<file path="config.mk">
export PLATFORM = sky130hd
export DESIGN_NAME = dest_ip_filter_table_ctrl_flat
export DESIGN_NICKNAME = d
export VERILOG_FILES = /design/src/rtl/dest_ip_filter_table_ctrl_pkg.sv /design/src/rtl/dest_ip_filter_table_ctrl_if.sv /design/src/rtl/dest_ip_filter_table_ctrl_op_timeout_counter.sv /design/src/rtl/dest_ip_filter_table_ctrl.sv /design/src/flat_wrapper.sv
export SDC_FILE = /design/constraint.sdc
export NUM_CORES = 1
export LEC_CHECK = 0
export ABC_CLOCK_PERIOD_IN_PS = 4200
export BUFFER_PORTS_ARGS = -buffer_cell sky130_fd_sc_hd__buf_2
export CORE_ASPECT_RATIO = 1.2
export CORE_UTILIZATION = 33
export DETAILED_ROUTE_END_ITERATION = 8
export SYNTH_ARGS = -nofsm -noshare
export SYNTH_HDL_FRONTEND = slang
export SYNTH_SLANG_ARGS = --single-unit
</file>
<file path="constraint.sdc">
create_clock -name clk -period 4.2 [get_ports clk]
set_input_delay 0.84 -clock clk [delete_from_list [all_inputs] [get_ports clk]]
set_output_delay 0.84 -clock clk [all_outputs]
set_load 0.05 [all_outputs]
</file>
<file path="src/rtl/dest_ip_filter_table_ctrl_pkg.sv">
// dest_ip_filter_table_ctrl_pkg: shared FSM encoding, clear value and width helper for the filter table controller
package dest_ip_filter_table_ctrl_pkg;

    typedef enum logic [2:0] {
        IDLE,
        RD_WAIT,
        WR_WAIT,
        CLR_ISSUE,
        CLR_WAIT,
        CLR_DONE
    } state_t;

    localparam logic [31:0] CLEAR_IP = 32'h0;

    function automatic int log2(input int n);
        int r;
        r = 0;
        while ((1 << r) < n) r++;
        return (r < 1) ? 1 : r;
    endfunction

endpackage

</file>
<file path="src/rtl/dest_ip_filter_table_ctrl_if.sv">
// dest_ip_filter_table_ctrl_if: register-side read/write port of the destination-IP filter table
interface dest_ip_filter_table_ctrl_if #(
    parameter int ADDR_W = 4
);
    logic              rd_req;
    logic [ADDR_W-1:0] rd_addr;
    logic [31:0]       rd_ip;
    logic              rd_ack;
    logic              wr_req;
    logic [ADDR_W-1:0] wr_addr;
    logic [31:0]       wr_ip;
    logic              wr_ack;

    modport master (
        output rd_req, rd_addr, wr_req, wr_addr, wr_ip,
        input  rd_ip, rd_ack, wr_ack
    );

    modport slave (
        input  rd_req, rd_addr, wr_req, wr_addr, wr_ip,
        output rd_ip, rd_ack, wr_ack
    );
endinterface

</file>
<file path="src/rtl/dest_ip_filter_table_ctrl_op_timeout_counter.sv">
// dest_ip_filter_table_ctrl_op_timeout_counter: counts wait cycles of one table operation and flags a missing ack
module dest_ip_filter_table_ctrl_op_timeout_counter
    import dest_ip_filter_table_ctrl_pkg::*;
#(
    parameter int ACK_TIMEOUT = 64
) (
    input  logic clk,
    input  logic reset,
    input  logic restart,
    input  logic run,
    output logic expired
);
    localparam int CW = log2(ACK_TIMEOUT + 1);

    logic [CW-1:0] cnt;

    // expiry fires on the ACK_TIMEOUT-th waiting cycle, so the sw ack lands ACK_TIMEOUT cycles after the table request
    assign expired = run && (cnt == CW'(ACK_TIMEOUT - 1));

    always_ff @(posedge clk) begin
        if (reset || restart) cnt <= '0;
        else if (run && !expired) cnt <= cnt + CW'(1);
    end
endmodule

</file>
<file path="src/rtl/dest_ip_filter_table_ctrl.sv">
// dest_ip_filter_table_ctrl: shares the filter table port between software requests and a bulk-clear engine
module dest_ip_filter_table_ctrl
    import dest_ip_filter_table_ctrl_pkg::*;
#(
    parameter int LUT_DEPTH      = 16,
    parameter int LUT_DEPTH_BITS = log2(LUT_DEPTH),
    parameter int ACK_TIMEOUT    = 64
) (
    input  logic                      clk,
    input  logic                      reset,
    input  logic                      sw_rd_req,
    input  logic [LUT_DEPTH_BITS-1:0] sw_rd_addr,
    output logic [31:0]               sw_rd_ip,
    output logic                      sw_rd_ack,
    input  logic                      sw_wr_req,
    input  logic [LUT_DEPTH_BITS-1:0] sw_wr_addr,
    input  logic [31:0]               sw_wr_ip,
    output logic                      sw_wr_ack,
    input  logic                      clear_start,
    output logic                      clear_busy,
    output logic                      clear_done,
    output logic                      timeout_err,
    input  logic                      err_clr,
    dest_ip_filter_table_ctrl_if.master tbl
);
    localparam logic [LUT_DEPTH_BITS-1:0] LAST = LUT_DEPTH_BITS'(LUT_DEPTH - 1);

    state_t                    state;
    logic                      rd_pending, wr_pending, clr_pending;
    logic [LUT_DEPTH_BITS-1:0] rd_addr_q, wr_addr_q, clr_cnt;
    logic [31:0]               wr_ip_q;
    logic                      restart, run, expired;
    logic                      rd_ok, rd_to, wr_ok, wr_to;

    assign restart = (state == IDLE) || (state == CLR_ISSUE);
    assign run     = (state == RD_WAIT) || (state == WR_WAIT) || (state == CLR_WAIT);
    assign rd_ok   = (state == RD_WAIT) && tbl.rd_ack;
    assign rd_to   = (state == RD_WAIT) && !tbl.rd_ack && expired;
    assign wr_ok   = ((state == WR_WAIT) || (state == CLR_WAIT)) && tbl.wr_ack;
    assign wr_to   = ((state == WR_WAIT) || (state == CLR_WAIT)) && !tbl.wr_ack && expired;

    dest_ip_filter_table_ctrl_op_timeout_counter #(
        .ACK_TIMEOUT(ACK_TIMEOUT)
    ) op_timeout_counter (
        .clk,
        .reset,
        .restart,
        .run,
        .expired
    );

    always_ff @(posedge clk) begin
        if (reset) begin
            state       <= IDLE;
            rd_pending  <= 1'b0;
            wr_pending  <= 1'b0;
            clr_pending <= 1'b0;
            rd_addr_q   <= '0;
            wr_addr_q   <= '0;
            wr_ip_q     <= '0;
            clr_cnt     <= '0;
            sw_rd_ip    <= '0;
            sw_rd_ack   <= 1'b0;
            sw_wr_ack   <= 1'b0;
            clear_busy  <= 1'b0;
            clear_done  <= 1'b0;
            timeout_err <= 1'b0;
            tbl.rd_req  <= 1'b0;
            tbl.rd_addr <= '0;
            tbl.wr_req  <= 1'b0;
            tbl.wr_addr <= '0;
            tbl.wr_ip   <= '0;
        end else begin
            tbl.rd_req <= 1'b0;
            tbl.wr_req <= 1'b0;
            sw_rd_ack  <= 1'b0;
            sw_wr_ack  <= 1'b0;
            clear_done <= 1'b0;
            if (!rd_pending && sw_rd_req) begin
                rd_pending <= 1'b1;
                rd_addr_q  <= sw_rd_addr;
            end
            if (!wr_pending && sw_wr_req) begin
                wr_pending <= 1'b1;
                wr_addr_q  <= sw_wr_addr;
                wr_ip_q    <= sw_wr_ip;
            end
            if (!clr_pending && !clear_busy && clear_start) clr_pending <= 1'b1;
            if (rd_to || wr_to) timeout_err <= 1'b1;
            else if (err_clr) timeout_err <= 1'b0;
            case (state)
                IDLE: begin
                    if (clr_pending) begin
                        clr_pending <= 1'b0;
                        clear_busy  <= 1'b1;
                        clr_cnt     <= '0;
                        state       <= CLR_ISSUE;
                    end else if (wr_pending) begin
                        tbl.wr_req  <= 1'b1;
                        tbl.wr_addr <= wr_addr_q;
                        tbl.wr_ip   <= wr_ip_q;
                        state       <= WR_WAIT;
                    end else if (rd_pending) begin
                        tbl.rd_req  <= 1'b1;
                        tbl.rd_addr <= rd_addr_q;
                        state       <= RD_WAIT;
                    end
                end
                RD_WAIT: begin
                    if (rd_ok || rd_to) begin
                        sw_rd_ip   <= rd_ok ? tbl.rd_ip : 32'h0;
                        sw_rd_ack  <= 1'b1;
                        rd_pending <= 1'b0;
                        state      <= IDLE;
                    end
                end
                WR_WAIT: begin
                    if (wr_ok || wr_to) begin
                        sw_wr_ack  <= 1'b1;
                        wr_pending <= 1'b0;
                        state      <= IDLE;
                    end
                end
                CLR_ISSUE: begin
                    tbl.wr_req  <= 1'b1;
                    tbl.wr_addr <= clr_cnt;
                    tbl.wr_ip   <= CLEAR_IP;
                    state       <= CLR_WAIT;
                end
                CLR_WAIT: begin
                    if (wr_ok || wr_to) begin
                        if (clr_cnt == LAST) state <= CLR_DONE;
                        else begin
                            clr_cnt <= clr_cnt + LUT_DEPTH_BITS'(1);
                            state   <= CLR_ISSUE;
                        end
                    end
                end
                CLR_DONE: begin
                    clear_done <= 1'b1;
                    clear_busy <= 1'b0;
                    state      <= IDLE;
                end
                default: state <= IDLE;
            endcase
        end
    end
endmodule

</file>
<file path="src/flat_wrapper.sv">
// flat-port wrapper written by rule: the top's interface ports become plain ports
module dest_ip_filter_table_ctrl_flat import dest_ip_filter_table_ctrl_pkg::*;
#(
    parameter int LUT_DEPTH      = 16,
    parameter int LUT_DEPTH_BITS = log2(LUT_DEPTH),
    parameter int ACK_TIMEOUT    = 64
)
  (clk, reset, sw_rd_req, sw_rd_addr, sw_rd_ip, sw_rd_ack, sw_wr_req, sw_wr_addr, sw_wr_ip, sw_wr_ack, clear_start, clear_busy, clear_done, timeout_err, err_clr, tbl_rd_req, tbl_rd_addr, tbl_wr_req, tbl_wr_addr, tbl_wr_ip, tbl_rd_ip, tbl_rd_ack, tbl_wr_ack);
  dest_ip_filter_table_ctrl_if #(.ADDR_W(4)) tbl_i ();
  input  logic clk;
  input  logic reset;
  input  logic sw_rd_req;
  input  logic [LUT_DEPTH_BITS-1:0] sw_rd_addr;
  output logic [31:0] sw_rd_ip;
  output logic sw_rd_ack;
  input  logic sw_wr_req;
  input  logic [LUT_DEPTH_BITS-1:0] sw_wr_addr;
  input  logic [31:0] sw_wr_ip;
  output logic sw_wr_ack;
  input  logic clear_start;
  output logic clear_busy;
  output logic clear_done;
  output logic timeout_err;
  input  logic err_clr;
  output wire logic [$bits(tbl_i.rd_req)-1:0] tbl_rd_req;
  output wire logic [$bits(tbl_i.rd_addr)-1:0] tbl_rd_addr;
  output wire logic [$bits(tbl_i.wr_req)-1:0] tbl_wr_req;
  output wire logic [$bits(tbl_i.wr_addr)-1:0] tbl_wr_addr;
  output wire logic [$bits(tbl_i.wr_ip)-1:0] tbl_wr_ip;
  input wire logic [$bits(tbl_i.rd_ip)-1:0] tbl_rd_ip;
  input wire logic [$bits(tbl_i.rd_ack)-1:0] tbl_rd_ack;
  input wire logic [$bits(tbl_i.wr_ack)-1:0] tbl_wr_ack;
  assign tbl_rd_req = tbl_i.rd_req;
  assign tbl_rd_addr = tbl_i.rd_addr;
  assign tbl_wr_req = tbl_i.wr_req;
  assign tbl_wr_addr = tbl_i.wr_addr;
  assign tbl_wr_ip = tbl_i.wr_ip;
  assign tbl_i.rd_ip = tbl_rd_ip;
  assign tbl_i.rd_ack = tbl_rd_ack;
  assign tbl_i.wr_ack = tbl_wr_ack;
  dest_ip_filter_table_ctrl #(.LUT_DEPTH(LUT_DEPTH), .LUT_DEPTH_BITS(LUT_DEPTH_BITS), .ACK_TIMEOUT(ACK_TIMEOUT)) u_core (.clk(clk), .reset(reset), .sw_rd_req(sw_rd_req), .sw_rd_addr(sw_rd_addr), .sw_rd_ip(sw_rd_ip), .sw_rd_ack(sw_rd_ack), .sw_wr_req(sw_wr_req), .sw_wr_addr(sw_wr_addr), .sw_wr_ip(sw_wr_ip), .sw_wr_ack(sw_wr_ack), .clear_start(clear_start), .clear_busy(clear_busy), .clear_done(clear_done), .timeout_err(timeout_err), .err_clr(err_clr), .tbl(tbl_i));
endmodule
</file>
# Yosys cells after proc, flatten, opt, wreduce, memory -nomap -nowiden
# Index checks and enable logic that the tools add are counted.
# totals
word_cells	122
output_inout_bits	79
ff_bits	136
# op_classes
eq_ne	15
add_sub_neg	2
n_reduce_logical	41
bitwise_logic	5
mux	39
# op_table
operator	count
$mux 32	3
$pmux 32 s2	1
$mux 3	7
$mux 4	5
$mux 1	18
$pmux 4 s2	2
$pmux 3 s5	1
$logic_and 1x1->1	12
$reduce_and 4->1	3
$ne 2x2->1 const B	5
$logic_or 1x1->1	8
$reduce_bool 2->1	4
$add 7x1->7 const B	1
$eq 7x6->1 const B	1
$logic_not 1->1	7
$eq 3x2->1 const B	2
$eq 3x3->1 const B	2
$not 1->1	5
$add 4x1->4 const B	1
$eq 4x4->1 const B	1
$ne 2x1->1 const B	2
$ne 4x1->1 const B	1
$pmux 1 s2	2
$reduce_and 2->1	2
5 further kinds	6

# Logic depth before layout (Yosys ltp)
# logic_depth
ltp_word	8
depth_mapped	6
mapped_depth_nobuf	5

# Hierarchy
# Synthesis repeated with hierarchy kept, for this count alone.
# unflattened
cells_unflattened	554
area_unflattened_um2	5168.7
# modules_own_cells
module	seq_area_each_um2	area_each_um2	n_inst	cells_each
dest_ip_filter_table_ctrl	2582.5	4837.1	1	517
dest_ip_filter_table_ctrl_op_timeout_counter	140.1	331.6	1	37

# Least setup slack after synthesis
# No wires, ideal clock.
# synth_path
path_type	input port to flip-flop
from	in reset
to	reg u_core.clear_busy
path_buffers	3
required_ns	4.072
path_slack_ns	2.352
setup_ns	0.128
arrival_ns	1.720
path_stages	4
path_cell_list	clkbuf_1 > clkbuf_1 > clkbuf_1 > nor2_1
# synth_lines
item	line	rtl
from (decl)	flat_wrapper.sv:11	input logic reset;
to (signal assigned)	dest_ip_filter_table_ctrl.sv:65	clear_busy <= 1'b0;
to (signal assigned)	dest_ip_filter_table_ctrl.sv:95	clear_busy <= 1'b1;
to (signal assigned)	dest_ip_filter_table_ctrl.sv:141	clear_busy <= 1'b0;
to (decl)	dest_ip_filter_table_ctrl.sv:20	output logic clear_busy,
# No word-level cell between the ends.

# Worst setup path after layout
# layout_path
from	reg u_core.state[2]
to	reg u_core.tbl.wr_addr[2]
# layout_between
elab_chain_cells	3
# layout_lines
item	line	rtl
from (decl)	dest_ip_filter_table_ctrl.sv:28	state_t state;
from (signal assigned)	dest_ip_filter_table_ctrl.sv:54	state <= IDLE;
from (signal assigned)	dest_ip_filter_table_ctrl.sv:97	state <= CLR_ISSUE;
from (signal assigned)	dest_ip_filter_table_ctrl.sv:102	state <= WR_WAIT;
$logic_not 3->1 or $eq 3x2->1 (tied branches)	dest_ip_filter_table_ctrl.sv:91	case (state)
$ne 2x1->1 (no line), or another cell as far along	-	
$reduce_and 3->1 (no line)	-	
to (signal assigned)	dest_ip_filter_table_ctrl.sv:100	tbl.wr_addr <= wr_addr_q;
to (signal assigned)	dest_ip_filter_table_ctrl.sv:126	tbl.wr_addr <= clr_cnt;
to (decl)	dest_ip_filter_table_ctrl_if.sv:15	output rd_req, rd_addr, wr_req, wr_addr, wr_ip,
# Several ways; a longest one is shown, not always the timed one.
# A chain may end at the register's enable or synchronous reset.

==> results.py <==
metrics = {
    "layout": {
        "final_cell_mix": "158 x buf_2, 136 x dfxtp_1, 88 x nand2_1, 56 x nor2_1, 47 x mux2i_1",
        "layout.cells.most_common": "buf_2",
        "n_fill_cell": 1544,
        "multi_input_area_sq_um": 2260,
        "postLayoutCellArea_sq_um": 6720,
        "final_util": 0.444,
        "regArea_sq_um": 2720,
        "drive_gt1_frac": 0.281,
        "area_growth_pct": 30.0,
        "layout.nets": 781,
    },
    "grt": {
        "track_usage": 0.167,
        "antenna_found_initial": 1,
        "grt_pass1_wl_um": 21100,
        "grt_pass1_vias": 4393,
        "overflow": 0,
        "grt_max_degree": 66,
    },
    "detailed_routing": {
        "viasPerCell": 4.82,
        "drt-total-wl_um": 13200,
        "first_pass_iters": 4,
        "ant_nets": 0,
        "wl_per_cell_um": 14.3,
        "drc": 0,
        "route.vias.total": 4423,
        "drt_iter0_markers": 160,
    },
    "logic_synthesis": {
        "synth_seq_cells": 136,
        "syn_area_per_cell_sq_um": 9.29,
        "ys_seq_area_frac": 0.527,
        "synth_cells": 556,
        "synth_nets": 638,
        "synth.distinct_cells": 44,
        "synth_edf_count": 0,
        "synth_area_leaders": "dfxtp_1 53%, mux2i_1 9.1%, nand2_1 6.4%",
        "ys.flop_type": "dfxtp_1",
        "yosysTopAreaCellShare": 0.527,
        "synth_area_leader_cell": "dfxtp_1",
        "netlist_area_sq_um": 5170,
        "ys_warn_count": 0,
        "synthArstFlopShare": 0,
    },
    "clock_tree": {
        "cts_max_path_buffers": 2,
        "cts_tree": "built",
        "cts_made_buffers": 17,
        "clk_pin_slew_ns": 0.06,
        "clk_latency_ns": 0.42,
        "htreeDepth": 4,
        "ctsHoldBuffers": 0,
        "ctsRootBufferMaster": "clkbuf_16",
        "cts_resized": 0,
        "clock_sink_count": 136,
        "post_cts_buffers": 0,
    },
    "power": {
        "ir_drop_uv": 254,
        "powerDensity_nw_per_um2": 584,
        "total_power_mw": 3.92,
        "power.leakage_nw": 3.21,
    },
    "setup_path": {
        "critical_path.max_fanout": 37,
        "crit_path_cell_trace": "or3_4 -> or3_2 -> mux2i_1 -> a211oi_1",
        "cp_slowest_stage_delay_ns": 0.92,
        "cp_slowest_cell": "or3_2",
        "r2r-start": "u_core.state[2]",
        "path_buf_inv": 0,
        "start_kind": "register",
        "arrival_ns": 2.82,
        "worstSetupEndpointType": "register",
        "path_delay_family": "simple AND/OR/NAND/NOR gates",
        "critPathKind": "reg -> reg",
        "rr_worst_depth": 4,
        "ff2ff_setup_slack_ns": 1.71,
        "reg2reg_to": "u_core.tbl.wr_addr[2]",
        "required_ns": 4.52,
    },
    "hold_path": {
        "hold_path_depth": 2,
        "hp-class": "reg -> reg",
        "hold_end": "u_core.wr_ip_q[7]",
        "hold_start": "u_core.wr_ip_q[7]",
    },
    "placed_design": {
        "placed_area_sq_um": 6080,
        "place.port_buffers": 158,
        "dpl.hpwl_um": 8860,
        "gp_congestion": 0.773,
        "post-place-ws_ns": 1.63,
    },
    "timing": {
        "max_slew.worst_pin.slew_ns": 1.18,
        "final-setup-viol-count": 0,
        "finalSetupTns_ns": 0,
        "skew_ns": 0.00806,
        "rsz0062_at_grt": "false",
        "fin_crit_ns": 2.49,
        "slew_viol_final": 0,
        "max_slew_margin": 0.213,
        "period_share": 0.594,
        "fmax_mhz": 401,
        "layout_setup_ws_ns": 1.71,
        "hold_viol": 0,
    },
    "floorplan": {
        "ios": 159,
        "floorplan.initialDensity": 0.341,
        "rows": 49,
        "core_sq_um": 15100,
        "die_h_um": 139,
        "die-area_sq_um": 16200,
        "fp.dieW_um": 116,
    },
    "run_status": {
        "status": "finished clean",
    },
    "run": {
        "drv_cap": 0,
    },
}
[cell families (layout without fill, tap and decap cells)]
family	Yosys count	in the layout	share of synthesized area
AO/OA/AOI/OAI	109	109	0.141
adder cells (fa/ha/maj)	2	2	0.00484
buffers and inverters	44	200	0.0387
flip-flops	136	136	0.527
multiplexers	47	47	0.0910
other	0	1	0
AND/OR/NAND/NOR	218	218	0.198
[state kept, by name (all words and copies together), names as in the netlist, 4 cells and up]
register                       cells
u_core.wr_ip_q                    32
u_core.sw_rd_ip                   32
u_core.wr_addr_q                   4
u_core.tbl.wr_ip                  32
u_core.op_timeout_counter.cnt      7
u_core.clr_cnt                     4
u_core.rd_addr_q                   4
u_core.tbl.rd_addr                 4
u_core.tbl.wr_addr                 4
[stage by stage]
step / hold slack (ns) / cells
2_1_floorplan: 0.436 / 556
3_3_place_gp: 0.441 / 884
3_5_place_dp: 0.446 / 884
4_1_cts: 0.455 / 916
5_1_grt: 0.467 / 916
6_report: 0.452 / 917
[worst register-to-register path, cell delays in order (launching register included)]
cell and delay [ns]:
dfxtp_1 0.45, or3_4 0.48, or3_2 0.92, mux2i_1 0.27
a211oi_1 0.27
[power breakdown]
group	total, mW	leakage (nW)	internal [mW]	switching (mW)
combinational	0.835	1.80	0.263	0.572
clock	1.59	0.305	0.963	0.625
sequential	1.50	1.11	1.41	0.0902
[how the worst max path moves through the flow]
stage	cells past startpoint	endpoint	slack (ns)	from
2_1_floorplan	4	u_core.clear_busy	2.35	reset
3_3_place_gp	4	u_core.sw_rd_ip[2]	1.70	reset
4_1_cts	4	u_core.tbl.wr_addr[1]	1.71	u_core.state[2]
6_report	4	u_core.tbl.wr_addr[2]	1.71	u_core.state[2]
5_1_grt	4	u_core.tbl.wr_addr[3]	1.55	u_core.state[2]
3_5_place_dp	4	u_core.sw_rd_ip[17]	1.63	reset
[metal layers]
metal  GRT usage  vias to the layer above  share of wire
li1            -                     2202              -
met1       0.185                     2093           0.41
met2       0.290                      117           0.51
met3      0.0568                       11          0.063
met4      0.0601                        0          0.013
met5           0                        -              0
[cell type report]
type                       count  area share
inverter                       5     0.00279
clock inverter                15      0.0305
antenna                        1    0.000373
tap                          204      0.0380
multi-input combinational    376       0.336
timing repair buffer         163       0.123
clock buffer                  17      0.0633
sequential                   136       0.405
[cells in the mapped netlist (2+ instances only)]
master,number
dfxtp_1,136
nor3_1,3
o21ai_1,4
ha_1,2
nand2_1,88
nor4_1,2
a21o_1,2
o211ai_1,2
and3_1,4
a211oi_1,5
or3b_1,2
mux2i_1,47
a21oi_1,46
nor2_1,56
o22ai_1,2
nor2b_1,4
and2_1,34
inv_1,4
clkbuf_1,30
nor4b_1,4
o31ai_1,3
or3_1,2
nand3_1,9
a22o_1,32
buf_6,4
or4_1,4
o21ai_0,5
buf_2,4
Power figures use the tool's default switching activity.
